==> src/rtl/rf_wr_arbiter_pkg.sv <==
// Shared CPU constants used by the register-file write arbiter and its neighbours.
package rf_wr_arbiter_pkg;

    localparam int CPU_REGNO_WIDTH = 5;
    localparam int CPU_REG_WIDTH   = 32;

endpackage

==> src/rtl/rf_wr_arbiter.sv <==
// Register-file write-port arbiter: writeback has absolute priority, the aux unit
// takes free slots and asks the CU for a pipeline stall once starved long enough.
module rf_wr_arbiter
    import rf_wr_arbiter_pkg::*;
#(
    parameter int STARVE_MAX = 4
) (
    input  logic                       clk,
    input  logic                       nrst,
    input  logic                       i_core_stall,
    input  logic [CPU_REGNO_WIDTH-1:0] i_wb_rd_no,
    input  logic [CPU_REG_WIDTH-1:0]   i_wb_rd_val,
    input  logic                       i_aux_valid,
    input  logic [CPU_REGNO_WIDTH-1:0] i_aux_rd_no,
    input  logic [CPU_REG_WIDTH-1:0]   i_aux_rd_val,
    output logic                       o_aux_ready,
    output logic                       o_rf_wr_en,
    output logic [CPU_REGNO_WIDTH-1:0] o_rf_rd_no,
    output logic [CPU_REG_WIDTH-1:0]   o_rf_rd_val,
    output logic                       o_stall_req
);

    typedef enum logic [1:0] {
        ST_IDLE  = 2'd0,
        ST_WAIT  = 2'd1,
        ST_FORCE = 2'd2
    } arb_state_t;

    localparam logic [3:0]                 STARVE_MAX_C = 4'(STARVE_MAX);
    localparam logic [CPU_REGNO_WIDTH-1:0] REG_ZERO     = {CPU_REGNO_WIDTH{1'b0}};

    logic                       wb_new_r;
    arb_state_t                 state_r;
    logic [3:0]                 starve_cnt_r;
    logic                       wb_need_s;
    logic                       aux_ready_s;
    logic                       aux_blocked_s;
    logic                       wr_en_s;
    logic [CPU_REGNO_WIDTH-1:0] wr_rd_s;
    logic [CPU_REG_WIDTH-1:0]   wr_val_s;

    // Grant decision; aux is held off while in reset so nothing is acknowledged then.
    always_comb begin
        wb_need_s     = wb_new_r && (i_wb_rd_no != REG_ZERO);
        aux_ready_s   = nrst && i_aux_valid && !wb_need_s;
        aux_blocked_s = i_aux_valid && !aux_ready_s;
    end

    assign o_aux_ready = aux_ready_s;

    // Select the write source for the next edge; register 0 is never written.
    always_comb begin
        wr_en_s  = 1'b0;
        wr_rd_s  = i_wb_rd_no;
        wr_val_s = i_wb_rd_val;
        if (wb_need_s) begin
            wr_en_s = 1'b1;
        end else if (aux_ready_s) begin
            wr_en_s  = (i_aux_rd_no != REG_ZERO);
            wr_rd_s  = i_aux_rd_no;
            wr_val_s = i_aux_rd_val;
        end else begin
            wr_en_s = 1'b0;
        end
    end

    // Registered write port; index and data hold when no write happens.
    always_ff @(posedge clk) begin
        if (!nrst) begin
            wb_new_r    <= 1'b0;
            o_rf_wr_en  <= 1'b0;
            o_rf_rd_no  <= REG_ZERO;
            o_rf_rd_val <= {CPU_REG_WIDTH{1'b0}};
        end else begin
            wb_new_r   <= !i_core_stall;
            o_rf_wr_en <= wr_en_s;
            if (wr_en_s) begin
                o_rf_rd_no  <= wr_rd_s;
                o_rf_rd_val <= wr_val_s;
            end
        end
    end

    // Starvation FSM; leaving on !aux_blocked covers both transfer and withdrawal.
    always_ff @(posedge clk) begin
        if (!nrst) begin
            state_r      <= ST_IDLE;
            starve_cnt_r <= 4'd0;
            o_stall_req  <= 1'b0;
        end else begin
            case (state_r)
                ST_IDLE: begin
                    if (aux_blocked_s) begin
                        state_r      <= ST_WAIT;
                        starve_cnt_r <= 4'd1;
                    end else begin
                        state_r      <= ST_IDLE;
                        starve_cnt_r <= 4'd0;
                    end
                    o_stall_req <= 1'b0;
                end
                ST_WAIT: begin
                    if (!aux_blocked_s) begin
                        state_r      <= ST_IDLE;
                        starve_cnt_r <= 4'd0;
                        o_stall_req  <= 1'b0;
                    end else if (starve_cnt_r >= STARVE_MAX_C) begin
                        state_r     <= ST_FORCE;
                        o_stall_req <= 1'b1;
                    end else begin
                        starve_cnt_r <= starve_cnt_r + 4'd1;
                        o_stall_req  <= 1'b0;
                    end
                end
                ST_FORCE: begin
                    if (!aux_blocked_s) begin
                        state_r      <= ST_IDLE;
                        starve_cnt_r <= 4'd0;
                        o_stall_req  <= 1'b0;
                    end else begin
                        o_stall_req <= 1'b1;
                    end
                end
                default: begin
                    state_r      <= ST_IDLE;
                    starve_cnt_r <= 4'd0;
                    o_stall_req  <= 1'b0;
                end
            endcase
        end
    end

endmodule

==> config.mk <==
export PLATFORM = sky130hd
export DESIGN_NAME = rf_wr_arbiter
export DESIGN_NICKNAME = d
export VERILOG_FILES = /design/src/rtl/rf_wr_arbiter_pkg.sv /design/src/rtl/rf_wr_arbiter.sv
export SDC_FILE = /design/constraint.sdc
export NUM_CORES = 1
export LEC_CHECK = 0
export CAP_MARGIN = 20
export CORE_ASPECT_RATIO = 1.1
export CORE_MARGIN = 3
export CORE_UTILIZATION = 40
export DETAILED_ROUTE_END_ITERATION = 8
export GPL_TIMING_DRIVEN = 0
export PLACE_DENSITY_LB_ADDON = 0.15
export SLEW_MARGIN = 25
export SYNTH_ARGS = -nofsm -noshare
export SYNTH_HDL_FRONTEND = slang
export SYNTH_SLANG_ARGS = --single-unit
==> constraint.sdc <==
create_clock -name clk -period 2.93 [get_ports clk]
set_clock_uncertainty 0.1 [all_clocks]
set_input_delay 0.4395 -clock clk [delete_from_list [all_inputs] [get_ports clk]]
set_output_delay 0.4395 -clock clk [all_outputs]
set_load 0.03 [all_outputs]
# --- Word-level counts from Yosys, hierarchy flattened ---
# Index checks and enable logic that the tools add are counted.
op_classes:
  add_sub_neg: 1
  order_cmp: 1
  eq_ne: 5
  muxes: 20
  n_reduce_logical: 12
ops:
  columns: ["op", "count"]
  rows:
  - ["2-to-1 mux 32 bit", 2]
  - ["2-to-1 mux 4 bit", 3]
  - ["case mux 4 bit (3 select lines)", 1]
  - ["2-to-1 mux 5 bit", 2]
  - ["nonzero test 5 bit", 2]
  - ["2-to-1 mux 1 bit", 7]
  - ["2-to-1 mux 2 bit", 3]
  - ["inequality test 3 bit, second input constant", 2]
  - ["case mux 2 bit (3 select lines)", 1]
  - ["adder 4 x 1 -> 4 bit, second input constant", 1]
  - ["greater-or-equal comparator 4 x 3 -> 1 bit, second input constant", 1]
  - ["logical AND 1 bit", 4]
  - ["AND reduction 2 bit", 2]
  - ["zero test 1 bit", 3]
  - ["equality test 2 x 1 -> 1 bit, second input constant", 1]
  - ["equality test 2 bit, second input constant", 1]
  - ["zero test 2 bit", 1]
  - ["inequality test 2 bit, second input constant", 1]
  - ["case mux 1 bit (2 select lines)", 1]
word_totals:
  ff_bits: 46
  in_bits: 78
  output_inout_bits: 40
  elab_cells: 46

# --- Depth between registers and ports, before layout ---
depth:
  ltp_word: 8
  mapped_depth: 6

# --- Worst setup path after synthesis ---
# OpenSTA, ideal clock, no wires.
synth_path:
  path_kind: "input to output"
  from: "input i_wb_rd_no[1]"
  to: "output o_aux_ready"
  t_arrival_ps: 1701
  required_ps: 2391
  path_slack_ps: 689
  stages: 5
  n_path_buf: 2
  path_cell_list: "or4_4 o21ai_2 buf_4 buf_6 and3_1"
synth_between:
  elab_chain_len: 4
synth_rtl:
  columns: ["item", "line", "text"]
  rows:
  - ["start, declared", "rf_wr_arbiter.sv:11", "input logic [CPU_REGNO_WIDTH-1:0] i_wb_rd_no,"]
  - ["nonzero test 5 bit", "rf_wr_arbiter.sv:44", "wb_need_s = wb_new_r && (i_wb_rd_no != REG_ZERO);"]
  - ["logical AND 1 bit", "rf_wr_arbiter.sv:44", null]
  - ["zero test 1 bit", "rf_wr_arbiter.sv:45", "aux_ready_s = nrst && i_aux_valid && !wb_need_s;"]
  - ["logical AND 1 bit", "rf_wr_arbiter.sv:45", null]
  - ["end, declared", "rf_wr_arbiter.sv:16", "output logic o_aux_ready,"]
# Every way passes these cells.

# --- Final worst setup path ---
# Ends and elaborated chain as after synthesis.

==> impl_metrics.py <==
metrics = {
    "synthesis": {
        "synth_area_um2": 2010,
        "ys_seq_area_frac": 0.457,
        "yosysMostFrequentCell": "a21oi_1",
        "yosys_warnings": 0,
        "syn-num-nets": 331,
        "netlist_instances": 249,
        "syn_area_per_cell_um2": 8.09,
        "ys.flop_type": "dfxtp_1",
        "synth_top_area_frac": 0.457,
        "async_flop_share": 0,
        "yosys-top-cells-area": "dfxtp_1, a21oi_1, o21ai_0",
        "yosys.cell_types.count": 31,
        "synth_largest_area_cell": "dfxtp_1",
        "ys_top_cells_by_count": "a21oi_1, dfxtp_1, o21ai_0",
        "synth-edff-count": 0,
        "ys_ff_latch": 46,
    },
    "grt": {
        "globalRouteTotalUtil": 0.198,
        "grt_max_degree": 13,
        "first_global_vias": 2103,
        "grt_pass1_wl_um": 9200,
        "antenna_found_initial": 0,
        "grt_overflow": 0,
    },
    "placed_design": {
        "placed_area_um2": 3240,
        "io_buffers": 116,
        "routabilityCongestion": 0.877,
        "dp_hpwl_um": 4530,
        "place_inst": 421,
    },
    "clock_network": {
        "clk_pin_slew_worst_paths_ns": 0.08,
        "cts-root-buf": "clkbuf_8",
        "cts_setup_buffers": 0,
        "htree_levels": 2,
        "tritoncts": "done",
        "cts_max_path_buffers": 2,
        "clkLatencyLatePin_ns": 0.29,
        "cts_made_buffers": 5,
        "cts.sinks": 46,
    },
    "route": {
        "num_vias": 2178,
        "top_layer": "met4",
        "drt-initial-drc-count": 53,
        "wl_per_cell_um": 13.8,
        "drc": 0,
        "routed_via_density": 5.09,
        "wl_met2_um": 2900,
        "met3WireLength_um": 425,
        "finalWirelength_um": 5920,
        "ant_nets": 0,
        "wl_met1_um": 2510,
        "firstDrtPassIters": 4,
    },
    "finish": {
        "fin_area_um2": 3320,
        "layout.cells.non_filler": 428,
        "areaGrowthSynthToFinish_pct": 64.7,
        "drive_gt1_frac": 0.0860,
        "nFillCells": 413,
        "antenna_cells": 0,
        "nets": 454,
    },
    "pwr": {
        "clkPwrFrac": 0.247,
        "p_comb_frac": 0.282,
        "p_sw_uw": 418,
        "powerDensity_nw_per_um2": 440,
        "pwr-share-seq": 0.471,
        "p_leak_uw": 0.00121,
        "vdd_drop_max_v": 0.000283,
        "internal-power_uw": 1040,
        "p_total_uw": 1460,
        "sw_frac_of_total": 0.286,
    },
    "setup_path": {
        "startpoint_type": "input port",
        "crit_type": "in2out",
        "r2r_end": "state_r[0]$_SDFFE_PN0P_",
        "rr_worst_depth": 5,
        "required_ns": 2.39,
        "reg2reg_from": "state_r[1]$_SDFFE_PN0P_",
        "arrival_ns": 2.25,
        "crit_start": "i_wb_rd_no[1]",
        "cp_max_fo": 10,
        "end_kind": "output pin",
        "r2r_slack_ns": 1.63,
    },
    "sta": {
        "hold_violations": 0,
        "relSlewSlack": 0.548,
        "drv_slew": 0,
        "tightest_slew_ns": 0.677,
        "period_minus_slack_ns": 2.79,
        "max_freq_ghz": 0.358,
        "setup_viol": 0,
        "rsz0062_at_grt": "false",
        "period_share": 0.952,
    },
    "status": {
        "status": "finished clean",
    },
    "job": {
        "max-cap-violations": 0,
    },
    "worst_hold_path": {
        "hold_path_end": "o_rf_rd_val[26]$_SDFFE_PN0P_",
        "min_path_cells": 2,
        "hp-class": "reg2reg",
        "hp-start": "o_rf_rd_val[26]$_SDFFE_PN0P_",
    },
    "floorplan": {
        "dieArea_um2": 5920,
        "core_um2": 4750,
        "fp.dieW_um": 73.6,
        "io-pin-count": 118,
        "num_rows": 26,
        "die_h_um": 80.4,
        "start_util": 0.424,
    },
}
[metrics by stage]
step	utilization	TNS (ns)	hold slack (ns)	worst slack [ns]
3_3_place_gp	0.683	-0.363	0.336	-0.363
4_1_cts	0.699	0	0.354	0.0222
6_report	0.698	0	0.349	0.140
5_1_grt	0.698	0	0.372	0.0637
2_1_floorplan	-	0	0.336	0.689
3_5_place_dp	0.683	-0.346	0.343	-0.346
[cell families after synthesis]
logic type / count (synthesis) / share of synthesized area
multiplexers: 1 / 0.00497
AO/OA/AOI/OAI: 118 / 0.332
adder cells (fa/ha/maj): 4 / 0.0249
flip-flops: 46 / 0.457
AND/OR/NAND/NOR: 56 / 0.118
buffers and inverters: 24 / 0.0628
[registers in the layout (all words and copies together), names as in the netlist]
signal and count:
starve_cnt_r 4, state_r 2, o_stall_req 1, o_rf_rd_no 5
o_rf_rd_val 32, wb_new_r 1, o_rf_wr_en 1
[worst max path at each step]
stage                       end  slack [ns]
finish              o_aux_ready        0.14
global route        o_aux_ready        0.06
CTS                 o_aux_ready        0.02
detailed placement  o_aux_ready       -0.35
global placement    o_aux_ready       -0.36
floorplan           o_aux_ready        0.69
[per-layer routing]
layer  GRT usage  vias to the layer above
met3      0.0451                       10
met4      0.0707                        0
li1            -                     1116
met1       0.230                      972
met2       0.348                       80
met5           0                        -
[power by group through the flow]
stage               combinational [µW]  sequential [µW]  clock, µW
floorplan                          114              785          0
global placement                   411              701          0
detailed placement                 415              703          0
CTS                                416              688        375
global route                       443              694        393
finish                             411              688        360
[cell type report]
type | instances | area, µm² | share of cell area
plain buffers | 20 | 111 | 0.0336
clock buffers | 7 | 76.3 | 0.0230
inverters | 4 | 15.0 | 0.00453
multi-input cells | 179 | 966 | 0.291
flip-flops and latches | 46 | 921 | 0.278
well taps | 56 | 70.1 | 0.0211
repair buffers | 116 | 1160 | 0.349
[critical path, cell delays in order]
cell and delay (ns):
clkdlybuf4s50_1 0.42, or4_4 0.56, o21ai_2 0.16, buf_4 0.19, buf_6 0.14, and3_1 0.15
buf_2 0.20
[cell usage in the layout, fill, tap and decap left out, types with 3 or more instances in the layout]
cell / n
ha_1: 4
a21oi_2: 10
o21ai_0: 37
buf_2: 9
a21oi_1: 57
inv_1: 4
nor2_1: 11
clkdlybuf4s50_1: 115
buf_6: 3
clkbuf_1: 9
a221oi_1: 5
clkbuf_8: 5
nand2_1: 35
dfxtp_1: 46
[what timing repair did]
action                     4_1_cts  5_1_grt
hold buffers                     0        0
setup endpoints to repair        1        1
gates resized for setup          3        2
(Power assumes the default switching activity.)
